### src/rtl/coin_acceptor_if.sv
// coin_acceptor_if: sensor/control inputs and coin-code outputs of coin_acceptor.
// COIN_COUNT_EN adds the per-type emitted-coin totals.
interface coin_acceptor_if;
   logic       sense;
   logic       accept_en;
   logic [1:0] coin;
   logic       reject;
   logic       jam;
   logic       fifo_full;
`ifdef COIN_COUNT_EN
   logic [15:0] small_total;
   logic [15:0] large_total;
   modport master(output sense, accept_en, input coin, reject, jam, fifo_full, small_total, large_total);
   modport slave(input sense, accept_en, output coin, reject, jam, fifo_full, small_total, large_total);
`else
   modport master(output sense, accept_en, input coin, reject, jam, fifo_full);
   modport slave(input sense, accept_en, output coin, reject, jam, fifo_full);
`endif
endinterface

### src/rtl/coin_acceptor.sv
// coin_acceptor: debounces the coin sensor, classifies coins by beam-block width and queues codes.
// Optional macro COIN_COUNT_EN adds small_total/large_total emitted-coin counters.
module coin_acceptor #(
   parameter int CW        = 8,
   parameter int DEB_CYC   = 4,
   parameter int SMALL_MIN = 8,
   parameter int SMALL_MAX = 15,
   parameter int LARGE_MIN = 20,
   parameter int LARGE_MAX = 31,
   parameter int JAM_CYC   = 64,
   parameter int DEPTH     = 4,
   parameter int GAP       = 2
) (
   input logic         clk,
   input logic         rst_n,
   coin_acceptor_if.slave bus
);
   localparam int AW = $clog2(DEPTH);
   typedef enum logic [1:0] {IDLE, MEASURE, CLASSIFY, JAM} state_t;
   state_t        state_q, state_d;
   logic          s1_q, s2_q, deb_q, deb_d;
   logic [CW-1:0] dcnt_q, dcnt_d, wcnt_q, wcnt_d, gap_q, gap_d;
   logic [1:0]    mem_q [DEPTH];
   logic [AW-1:0] wp_q, rp_q;
   logic [AW:0]   cnt_q, cnt_d;
   logic [1:0]    coin_q, coin_d, code;
   logic          push, pop, rej, full;
   assign full = cnt_q == (AW+1)'(DEPTH);
   assign pop  = cnt_q != '0 && bus.accept_en && gap_q == '0;
   always_comb begin
      deb_d  = deb_q;
      dcnt_d = '0;
      if (s2_q != deb_q) begin
         dcnt_d = dcnt_q + 1'b1;
         if (dcnt_q == CW'(DEB_CYC - 1)) begin
            deb_d  = s2_q;
            dcnt_d = '0;
         end
      end
   end
   always_comb begin
      state_d = state_q;
      wcnt_d  = wcnt_q;
      code    = 2'd0;
      rej     = 1'b0;
      case (state_q)
         IDLE: if (deb_q) begin
            state_d = MEASURE;
            wcnt_d  = CW'(1);
         end
         MEASURE: if (!deb_q) state_d = CLASSIFY;
         else begin
            wcnt_d  = (wcnt_q == CW'(JAM_CYC)) ? wcnt_q : wcnt_q + 1'b1;
            state_d = (wcnt_d == CW'(JAM_CYC)) ? JAM : MEASURE;
         end
         CLASSIFY: begin
            code    = (wcnt_q >= CW'(SMALL_MIN) && wcnt_q <= CW'(SMALL_MAX)) ? 2'd1 :
                      (wcnt_q >= CW'(LARGE_MIN) && wcnt_q <= CW'(LARGE_MAX)) ? 2'd2 : 2'd0;
            // a valid coin only fits a full FIFO when a pop frees a slot this cycle
            rej     = code == 2'd0 || (full && !pop);
            state_d = IDLE;
         end
         JAM: if (!deb_q) begin
            state_d = IDLE;
            rej     = 1'b1;
         end
      endcase
   end
   assign push = code != 2'd0 && !rej;
   always_comb begin
      cnt_d  = cnt_q + {{AW{1'b0}}, push} - {{AW{1'b0}}, pop};
      gap_d  = pop ? CW'(GAP) : (gap_q != '0) ? gap_q - 1'b1 : gap_q;
      coin_d = pop ? mem_q[rp_q] : 2'd0;
   end
   always_ff @(posedge clk or negedge rst_n) begin
      if (!rst_n) begin
         s1_q    <= 1'b0;
         s2_q    <= 1'b0;
         deb_q   <= 1'b0;
         dcnt_q  <= '0;
         state_q <= IDLE;
         wcnt_q  <= '0;
         gap_q   <= '0;
         cnt_q   <= '0;
         wp_q    <= '0;
         rp_q    <= '0;
         coin_q  <= 2'd0;
      end else begin
         s1_q    <= bus.sense;
         s2_q    <= s1_q;
         deb_q   <= deb_d;
         dcnt_q  <= dcnt_d;
         state_q <= state_d;
         wcnt_q  <= wcnt_d;
         gap_q   <= gap_d;
         cnt_q   <= cnt_d;
         wp_q    <= push ? wp_q + 1'b1 : wp_q;
         rp_q    <= pop ? rp_q + 1'b1 : rp_q;
         coin_q  <= coin_d;
      end
   end
   always_ff @(posedge clk) if (push) mem_q[wp_q] <= code;
   assign bus.coin      = coin_q;
   assign bus.reject    = rej;
   assign bus.jam       = state_q == JAM;
   assign bus.fifo_full = full;
`ifdef COIN_COUNT_EN
   logic [15:0] small_q, large_q;
   always_ff @(posedge clk or negedge rst_n) begin
      if (!rst_n) begin
         small_q <= '0;
         large_q <= '0;
      end else begin
         small_q <= (pop && mem_q[rp_q] == 2'd1) ? small_q + 1'b1 : small_q;
         large_q <= (pop && mem_q[rp_q] == 2'd2) ? large_q + 1'b1 : large_q;
      end
   end
   assign bus.small_total = small_q;
   assign bus.large_total = large_q;
`endif
endmodule

### src/flat_wrapper.sv
// flat-port wrapper written by rule: the top's interface ports become plain ports
module coin_acceptor_flat 
#(
   parameter int CW        = 8,
   parameter int DEB_CYC   = 4,
   parameter int SMALL_MIN = 8,
   parameter int SMALL_MAX = 15,
   parameter int LARGE_MIN = 20,
   parameter int LARGE_MAX = 31,
   parameter int JAM_CYC   = 64,
   parameter int DEPTH     = 4,
   parameter int GAP       = 2
)
  (clk, rst_n, bus_sense, bus_accept_en, bus_coin, bus_reject, bus_jam, bus_fifo_full);
  coin_acceptor_if bus_i ();
  input logic clk;
  input logic rst_n;
  input wire logic [$bits(bus_i.sense)-1:0] bus_sense;
  input wire logic [$bits(bus_i.accept_en)-1:0] bus_accept_en;
  output wire logic [$bits(bus_i.coin)-1:0] bus_coin;
  output wire logic [$bits(bus_i.reject)-1:0] bus_reject;
  output wire logic [$bits(bus_i.jam)-1:0] bus_jam;
  output wire logic [$bits(bus_i.fifo_full)-1:0] bus_fifo_full;
  assign bus_i.sense = bus_sense;
  assign bus_i.accept_en = bus_accept_en;
  assign bus_coin = bus_i.coin;
  assign bus_reject = bus_i.reject;
  assign bus_jam = bus_i.jam;
  assign bus_fifo_full = bus_i.fifo_full;
  coin_acceptor #(.CW(CW), .DEB_CYC(DEB_CYC), .SMALL_MIN(SMALL_MIN), .SMALL_MAX(SMALL_MAX), .LARGE_MIN(LARGE_MIN), .LARGE_MAX(LARGE_MAX), .JAM_CYC(JAM_CYC), .DEPTH(DEPTH), .GAP(GAP)) u_core (.clk(clk), .rst_n(rst_n), .bus(bus_i));
endmodule
### config.mk
export PLATFORM = sky130hd
export DESIGN_NAME = coin_acceptor_flat
export DESIGN_NICKNAME = d
export VERILOG_FILES = /design/src/rtl/coin_acceptor_if.sv /design/src/rtl/coin_acceptor.sv /design/src/flat_wrapper.sv
export SDC_FILE = /design/constraint.sdc
export NUM_CORES = 1
export LEC_CHECK = 0
export ABC_CLOCK_PERIOD_IN_PS = 4300
export CELL_PAD_IN_SITES_DETAIL_PLACEMENT = 0
export CELL_PAD_IN_SITES_GLOBAL_PLACEMENT = 1
export CORE_ASPECT_RATIO = 0.8
export CORE_MARGIN = 2
export CORE_UTILIZATION = 45
export DETAILED_ROUTE_END_ITERATION = 6
export MAX_ROUTING_LAYER = met4
export PLACE_DENSITY_LB_ADDON = 0.1
export SLEW_MARGIN = 30
export SYNTH_ARGS = -nofsm -noshare
export SYNTH_HDL_FRONTEND = slang
export SYNTH_SLANG_ARGS = --single-unit
### constraint.sdc
create_clock -name clk -period 4.3 [get_ports clk]
set_clock_uncertainty 0.1 [all_clocks]
set_input_delay 0.86 -clock clk [delete_from_list [all_inputs] [get_ports clk]]
set_output_delay 0.86 -clock clk [all_outputs]
set_load 0.1 [all_outputs]
==> results of run 1 <==
cell usage in the layout, fill, tap and decap left out, drive strengths merged, types with 3 or more instances in the layout:
cell type	n
o21ai	6
inv	17
clkdlybuf4s50	6
nor2	17
mux2i	3
ha	11
nor3b	4
edfxtp	8
xnor2	13
clkbuf	5
nand2b	3
nand3	9
nand4	5
nand2	16
xor2	5
dfrtp	38
a21oi	6
nor3	6
and2	7
a31oi	3
mux2	3
sequential cells by signal, indices dropped and copies added (netlist names), 2 cells and up:
register / cells
u_core.mem_q: 8
u_core.wp_q: 2
u_core.state_q: 2
u_core.cnt_q: 3
u_core.rp_q: 2
u_core.wcnt_q: 8
u_core.dcnt_q: 8
u_core.gap_q: 8
u_core.bus.coin: 2
per-stage QoR:
step / power, uW / area, um2 / instances / hold WS, ns / util [%]
after floorplan: 1100 / 2420 / 216 / 0.231 / -
after global placement: 1210 / 2540 / 281 / 0.247 / 49.8
after detailed placement: 1230 / 2540 / 281 / 0.238 / 49.8
after CTS: 1490 / 2620 / 289 / 0.268 / 51.5
after global routing: 1580 / 2630 / 289 / 0.271 / 51.5
final: 1470 / 2630 / 289 / 0.263 / 51.5
worst max path at each step:
stage	end	slack, ns	depth (start not counted)	start
global placement	bus_reject	1.12	6	bus_accept_en
detailed placement	bus_reject	1.07	6	bus_accept_en
global route	bus_jam	0.92	3	u_core.state_q[0]
floorplan	bus_reject	0.37	3	u_core.cnt_q[1]
finish	bus_jam	1.0	3	u_core.state_q[0]
CTS	bus_jam	1.01	3	u_core.state_q[0]
area by class of cell:
| cell class | count | area [um2] | share of cell area [%] |
|---|---|---|---|
| Multi-Input combinational cell | 148 | 1130 | 43.1 |
| Clock buffer | 5 | 68.8 | 2.62 |
| Clock inverter | 3 | 16.3 | 0.620 |
| Tap cell | 62 | 77.6 | 2.96 |
| Inverter | 17 | 63.8 | 2.43 |
| Sequential cell | 46 | 1190 | 45.4 |
| Timing Repair Buffer | 8 | 75.1 | 2.86 |
cell families after synthesis:
kind of cell               count (synthesis)  synth area share (%)
and+or+nand+nor                           81                  19.9
DFF                                       46                  49.4
AOI/OAI and AO/OA                         29                  9.09
buffers and inverters                     22                  3.84
xor gates and xnor gates                  18                  6.54
adders and majority gates                 12                  6.54
muxes                                      8                  4.67
per-layer routing:
metal / wire [um] / global-route usage (%) / part of all wire (%) / up-vias
met2: 1950 / 24.9 / 46 / 30
met3: 191 / 4.05 / 4.5 / 2
met4: 13 / 2.82 / 0.30 / 0
met1: 2120 / 21.7 / 50 / 749
met5: 0 / - / 0 / -
li1: - / - / - / 772
worst max-delay path: cells and delay by family (launching register included):
| family | cells | cell delay [ns] |
|---|---|---|
| flip-flops | 1 | 0.62 |
| AND/OR/NAND/NOR | 1 | 0.12 |
| buffers and inverters | 2 | 1.31 |
power breakdown:
part           total [uW]  switching, uW  internal, uW
Combinational         515            293           221
Sequential            704            161           543
Clock                 255            143           112
==> key figures, run 1 <==
Synth
  – Most common library cells after synthesis: dfrtp_1, inv_1, nor2_1, nand2_1, xnor2_1
  – Post-synthesis sequential area ratio: 49.4%
  – Share of the synthesized area in the top cell type: 39.5%
  – Yosys top cell by area: dfrtp_1
  – Syn Nets: 232
  – Top FF cell, synth: dfrtp_1
  – Synth cell types: 51
  – Asr flop ratio synth: 82.6%
  – Mapped Avg Cell Area: 11.2 um2
  – Synth top area cells: dfrtp_1, edfxtp_1, ha_1
  – Count leader, synth: dfrtp_1
  – Synthesized area: 2410 um2
  – Register bit total from synthesis: 46
  – Synth warn: 0
  – Post-synth EDFFs: 8
  – Syn Inst Count: 216

CTS
  – Hold_buf cts: 0
  – TritonCTS clock tree: done
  – Reg clk slew, reported paths: 0.08 ns
  – Clock buffer depth: 2
  – Clock latency on the worst-skew pair: 0.29 ns
  – H-tree Lvls: 2
  – # resized after CTS: 0
  – Total clock sinks: 46
  – Post-CTS Setup Bufs: 0
  – Number of CTS-inserted buffers: 5
  – Clock root buffer: clkbuf_8

GRT
  – Antenna violations before repair: 0
  – Aggregate global routing overflow: 0
  – Overall routing resource usage: 16.0%
  – First-pass GRT wire length: 7530 um
  – Largest net degree at the start of global routing: 39
  – Vias in the first global route: 1611

Routing
  – Post-route ant nets: 0
  – Initial DRC Count: 64
  – First-pass DRT Iterations: 4
  – # DRC: 0
  – WL/cell: 14.8 um
  – Via count: 1553
  – Routed Wire Length: 4280 um
  – Vias per cell: 5.37

Place
  – Pre-CTS setup slack: 1.07 ns
  – PortBufs: 8
  – DP HPWL: 3070 um
  – Gpl congestion: 0.784

Hold path
  – HP Start: u_core.s1_q
  – Hold Path Sink: u_core.s2_q
  – HP Class: register to register
  – Hold depth: 0

Setup path
  – CP Capture Type: primary output
  – Worst-path cell chain: inv_1, nor2_1, clkdlybuf4s50_1
  – Worst flop-to-flop path endpoint: u_core.cnt_q[2]
  – Crit path DAT: 2.34 ns
  – Crit path required time: 3.34 ns
  – Crit path launch type: register
  – Max FO, Critical Path: 13
  – Crit path largest cell delay: 1.14 ns
  – Critical-path top delay cell: clkdlybuf4s50_1
  – Reg2reg setup slack: 1.70 ns
  – Crit Path Class: register to primary output
  – Launching point of the worst reg2reg path: u_core.gap_q[0]
  – R2r worst-path depth: 12

Outcome
  – Status: finished clean

Final layout
  – Share of cells above drive strength 1: 11.9%
  – Number of fillers in the final layout: 455
  – ANT cells: 0
  – Synthesis-to-layout area growth: 8.93%
  – Nets: 242

Die
  – Std-Cell Rows: 23
  – Die area: 5960 um2
  – Die H: 69.5 um
  – # IOs: 9
  – Initial Util: 47.3%
  – Die Wd: 85.8 um
  – Core area: 5090 um2

Flow run
  – Max-cap violations: 0

Power
  – PD cells: 561 nW/um2
  – Peak supply drop: 0.161 mV
  – Leakage power: 0.00109 uW

STA
  – Slew Viols, Final: 0
  – Final setup margin: 0.996 ns
  – Worst-Margin Slew: 0.975 ns
  – Final setup viols: 0
  – Final Cycle Share: 76.8%
  – Final Hold Viols: 0
  – Sum Neg Setup Slack: 0 ns
  – Slew HR: 34.8%
  – Fmax: 303 MHz
  – Crit path time final: 3.30 ns
  – RSZ-0062 raised after global routing: false
(Power assumes the default switching activity.)
==> run 2: changes to the inputs <==
- ABC_CLOCK_PERIOD_IN_PS: 4300 -> 3400
- clock period: 4.3 -> 3.4 ns (I/O delays scaled with it)
==> key figures, run 2 (synthesis gave the netlist of run 1 again) <==
Place
  – Dpl cell area: 2550 um2 (+0.54%)
  – Pre-CTS setup slack: 0.415 ns (-0.659 ns)
  – DP HPWL: 3080 um (+0.35%)
  – Gpl congestion: 0.781 (-0.47%)
  – PortBufs: 8 (unchanged)

Final layout
  – Reg area: 1190 um2 (unchanged)
  – ANT cells: 0 (unchanged)
  – Nets: 242 (unchanged)
  – Commonest non-fill, non-tap cell in the layout: dfrtp_1
  – Most frequent cells in the layout: dfrtp_1, inv_1, nor2_1, nand2_1, xnor2_1
  – Final Instance Area: 2650 um2 (+0.76%)
  – Number of fillers in the final layout: 465 (+2.2%)
  – Post-route core utilization: 51.9% (+0.39 points)
  – Area of the multi-input gates: 1140 um2 (+0.99%)
  – Share of cells above drive strength 1: 13.7% (+1.8 points)
  – Synthesis-to-layout area growth: 9.76%

CTS
  – Clock root buffer: clkbuf_8
  – Number of CTS-inserted buffers: 5 (unchanged)
  – Hold_buf cts: 0 (unchanged)
  – # resized after CTS: 0 (unchanged)
  – Post-CTS Setup Bufs: 0 (unchanged)
  – Reg clk slew, reported paths: 0.08 ns (about the same)
  – TritonCTS clock tree: done
  – Total clock sinks: 46 (unchanged)
  – Clock latency on the worst-skew pair: 0.29 ns (about the same)
  – Clock buffer depth: 2 (unchanged)
  – H-tree Lvls: 2 (unchanged)

Power
  – Leakage power: 0.00111 uW (+1.6%)
  – PD cells: 721 nW/um2 (+28%)
  – Switching pwr: 764 uW (+28%)
  – Sequential share of power: 47.0% (-0.8 points)
  – Clock power frac: 17.8% (+0.5 points)
  – Pint: 1140 uW (+31%)
  – Peak supply drop: 0.272 mV (+69%)
  – Sw Ratio: 40.1% (-0.50 points)
  – Comb pwr share: 35.2% (+0.3 points)

Setup path
  – Crit path launch type: input pin
  – CP Launch Point: bus_accept_en
  – Max FO, Critical Path: 4 (-9)
  – Worst flop-to-flop path endpoint: u_core.cnt_q[2]
  – Crit Path Class: input pin to primary output
  – Crit path required time: 2.62 ns (-0.72 ns)
  – Reg2reg setup slack: 0.81 ns (-0.89 ns)
  – Launching point of the worst reg2reg path: u_core.gap_q[0]
  – CP Capture Type: primary output
  – Crit path DAT: 2.00 ns (-0.34 ns)
  – R2r worst-path depth: 12 (unchanged)

Die
  – Std-Cell Rows: 23 (unchanged)
  – Die Wd: 85.8 um (unchanged)
  – Die H: 69.5 um (unchanged)
  – # IOs: 9 (unchanged)
  – Die area: 5960 um2 (unchanged)
  – Core area: 5090 um2 (unchanged)
  – Initial Util: 47.3% (unchanged)

Routing
  – Post-route ant nets: 0 (unchanged)
  – First-pass DRT Iterations: 4 (unchanged)
  – Initial DRC Count: 85 (+33%)
  – Vias per cell: 5.52 (+2.6%)
  – Routed Wire Length: 4340 um (+1.4%)
  – # DRC: 0 (unchanged)
  – WL/cell: 15.0 um (+1.4%)
  – Via count: 1594 (+2.6%)

STA
  – Sum Neg Setup Slack: 0 ns (unchanged)
  – Crit path time final: 2.78 ns
  – Slew HR: 66.7% (+32 points)
  – Worst-Margin Slew: 0.499 ns (-0.476 ns)
  – Final Hold Viols: 0 (unchanged)
  – Hold Slack: 0.251 ns (-0.0122 ns)
  – Final setup margin: 0.625 ns (-0.371 ns)
  – Fmax: 360 MHz
  – Final setup viols: 0 (unchanged)
  – RSZ-0062 raised after global routing: false
  – Slew Viols, Final: 0 (unchanged)
  – Final Cycle Share: 81.6%

GRT
  – Aggregate global routing overflow: 0 (unchanged)
  – Antenna violations before repair: 0 (unchanged)
  – Overall routing resource usage: 16.6% (+0.61 points)
  – Vias in the first global route: 1604 (-0.43%)
  – Largest net degree at the start of global routing: 39 (unchanged)
  – First-pass GRT wire length: 7610 um (+1.1%)

Hold path
  – HP Class: input pin to asynchronous set/reset pin

Flow run
  – Max-cap violations: 0 (unchanged)

Outcome
  – Status: finished clean
==> run 2: power groups by stage <==
stage	clock network [uW]	registers, uW	logic (uW)
detailed placement	0	902	675
global route	373	925	759
CTS	354	892	677
finish	340	896	672
global placement	0	894	658
floorplan	0	833	575
==> run 2: cell type report <==
| class | count | area share (%) |
|---|---|---|
| inverter | 17 | 2.41 |
| tap | 62 | 2.93 |
| sequential | 46 | 45.0 |
| clock buffer | 7 | 3.26 |
| multi-input combinational | 148 | 43.2 |
| timing repair buffer | 8 | 2.93 |
| clock inverter | 1 | 0.189 |
==> run 2: how the worst max path moves through the flow <==
| stage | endpoint | slack [ns] | cells after the start |
|---|---|---|---|
| 3_3_place_gp | u_core.cnt_q[2] | 0.49 | 11 |
| 3_5_place_dp | u_core.cnt_q[2] | 0.42 | 11 |
| 5_1_grt | bus_reject | 0.56 | 6 |
| 2_1_floorplan | bus_reject | 0.09 | 3 |
| 6_report | bus_reject | 0.62 | 6 |
| 4_1_cts | bus_reject | 0.61 | 6 |
==> run 2: worst max-delay path, cell delays in order <==
cell and delay [ns]:
clkdlybuf4s50_1 0.40, o31a_1 0.16, nand3_4 0.13, nand2_1 0.10, a221oi_4 0.31, buf_12 0.22
==> run 2: stage by stage <==
| stage | instances | power [uW] |
|---|---|---|
| 2_1_floorplan | 216 | 1410 |
| 3_3_place_gp | 281 | 1550 |
| 3_5_place_dp | 281 | 1580 |
| 4_1_cts | 289 | 1920 |
| 5_1_grt | 289 | 2060 |
| 6_report | 289 | 1910 |
==> run 2: routing by layer <==
layer | up-vias | wire length [um] | GRT usage, %
li1 | 775 | - | -
met1 | 796 | 2140 | 23.1
met2 | 21 | 2040 | 24.6
met3 | 2 | 133 | 4.29
met4 | 0 | 24 | 4.23
met5 | - | 0 | -
==> run 3: changes to the inputs <==
- ABC_CLOCK_PERIOD_IN_PS: 3400 -> 2400
- CORE_UTILIZATION: 45 -> 44
- clock period: 3.4 -> 2.4 ns (I/O delays scaled with it)
==> key figures, run 3 (synthesis gave the netlist of run 1 again) <==
CTS
  – TritonCTS clock tree: done
  – Number of CTS-inserted buffers: 5 (unchanged)
  – Clock latency on the worst-skew pair: 0.30 ns (about the same)
  – H-tree Lvls: 2 (unchanged)
  – Reg clk slew, reported paths: 0.09 ns (about the same)
  – Clock buffer depth: 2 (unchanged)
  – Clock root buffer: clkbuf_8
  – Hold_buf cts: 0 (unchanged)
  – Total clock sinks: 46 (unchanged)

Routing
  – Post-route ant nets: 0 (unchanged)
  – First-pass DRT Iterations: 4 (unchanged)
  – Initial DRC Count: 76 (-11%)
  – Via count: 1670 (+4.8%)
  – WL/cell: 15.1 um (+0.57%)
  – # DRC: 0 (unchanged)
  – Routed Wire Length: 4730 um (+8.9%)
  – Vias per cell: 5.34 (-3.3%)

Final layout
  – Commonest non-fill, non-tap cell in the layout: dfrtp_1
  – Synthesis-to-layout area growth: 19.6%
  – Share of cells above drive strength 1: 26.2% (+13 points)
  – Nets: 263 (+8.7%)
  – ANT cells: 0 (unchanged)
  – Final Instance Area: 2880 um2 (+8.9%)
  – Most frequent cells in the layout: dfrtp_1, buf_4, nor2_1, nand2_1, inv_1

GRT
  – Largest net degree at the start of global routing: 18 (-54%)
  – Vias in the first global route: 1669 (+4.1%)
  – Aggregate global routing overflow: 0 (unchanged)
  – Overall routing resource usage: 17.5% (+0.88 points)
  – Antenna violations before repair: 0 (unchanged)
  – First-pass GRT wire length: 8030 um (+5.5%)

Outcome
  – Violated checks: hold timing, setup timing
  – Status: complete, but fails checks

STA
  – Slew Viols, Final: 0 (unchanged)
  – Worst-Margin Slew: 0.495 ns (-0.00442 ns)
  – Final setup viols: 1 (+1)
  – Hold Slack: -0.0160 ns (-0.267 ns)
  – Crit path time final: 2.41 ns
  – RSZ-0062 raised after global routing: true
  – Final Hold Viols: 15 (+15)
  – Final Cycle Share: 100%
  – Final setup margin: -0.0117 ns (-0.636 ns)
  – Fmax: 415 MHz
  – Slew HR: 67.0% (+0.23 points)
  – Sum Neg Setup Slack: -0.0117 ns (-0.0117 ns)

Die
  – Die H: 70.2 um (+1.1%)
  – Die area: 6090 um2 (+2.1%)
  – # IOs: 9 (unchanged)
  – Die Wd: 86.7 um (+1.1%)
  – Std-Cell Rows: 24 (+4.3%)
  – Core area: 5380 um2 (+5.5%)
  – Initial Util: 44.8% (-2.5 points)

Setup path
  – Crit path required time: 1.82 ns (-0.80 ns)
  – Crit Path Class: register to primary output
  – Critical-path top delay cell: dfrtp_1
  – Crit path DAT: 1.83 ns (-0.17 ns)
  – Max FO, Critical Path: 3 (-1)
  – Crit path launch type: register
  – Worst-path cell chain: o31a_1, nand3_4, buf_6, nand2_4, a221oi_4, buf_12
  – Crit path largest cell delay: 0.41 ns (about the same)
  – Reg2reg setup slack: 0.01 ns (-0.80 ns)
  – CP Capture Type: primary output

Place
  – PortBufs: 8 (unchanged)
  – Pre-CTS setup slack: -0.225 ns (-0.640 ns)
  – DP HPWL: 3420 um (+11%)
  – Dpl cell area: 2690 um2 (+5.5%)
  – Gpl congestion: 0.860 (+10%)

Flow run
  – Max-cap violations: 0 (unchanged)

Hold path
  – HP Class: input pin to asynchronous set/reset pin

Power
  – PD cells: 1020 nW/um2 (+42%)
  – Peak supply drop: 0.326 mV (+20%)
  – Leakage power: 0.00122 uW (+9.7%)
## run 3: cell count changes in the layout (fill, tap and decap cells not counted), sizes merged
cell	delta
buf	+21
clkbuf	-1
clkinv	+1
## run 3: area by class of cell
cell class | count | area (um2)
Sequential cell | 46 | 1190
Multi-Input combinational cell | 148 | 1200
Timing Repair Buffer | 29 | 262
Inverter | 17 | 63.8
Tap cell | 65 | 81.3
Clock buffer | 6 | 72.6
Clock inverter | 2 | 13.8
Fill cell | 492 | 2490
## run 3: where the power goes
group / internal [uW] / switching (uW)
clock: 206 / 266
sequential: 976 / 213
combinational: 594 / 699
total: 1780 / 1180
## run 3: path summary, 6_finish.rpt
kind,depth (start not counted),end,from
max in group asynchronous,2,u_core.state_q[1],rst_n
max reg2reg,10,u_core.cnt_q[2],u_core.gap_q[5]
min,1,u_core.s2_q,rst_n
min reg2reg,0,u_core.s2_q,u_core.s1_q
max,6,bus_reject,u_core.cnt_q[2]
min in group clk,0,u_core.s2_q,u_core.s1_q
## run 3: what timing repair did
item,in CTS,in global routing
setup buffers,5,2
gates resized for setup,4,8
pin swaps,2,6
setup endpoints to repair,1,3
## run 3: stage by stage
stage / cells / util, % / total power, uW
after CTS: 311 / 52.6 / 2900
after floorplan: 216 / - / 2000
final: 313 / 53.6 / 2950
after global routing: 313 / 53.6 / 3160
after global placement: 298 / 50.1 / 2320
after detailed placement: 298 / 50.1 / 2360
## run 3: worst max-delay path: cells and delay by family, from the launching register on
family / cells / cell delay [ns]
and+or+nand+nor: 2 / 0.16
buffers and inverters: 2 / 0.33
DFF: 1 / 0.41
AOI/OAI and AO/OA: 2 / 0.63
## run 3: routing by layer
metal  share of wire (%)  GRT usage [%]
met1                  46           24.3
met2                  47           25.8
met3                 5.4           4.37
met4                 1.1           4.69
met5                   0              -
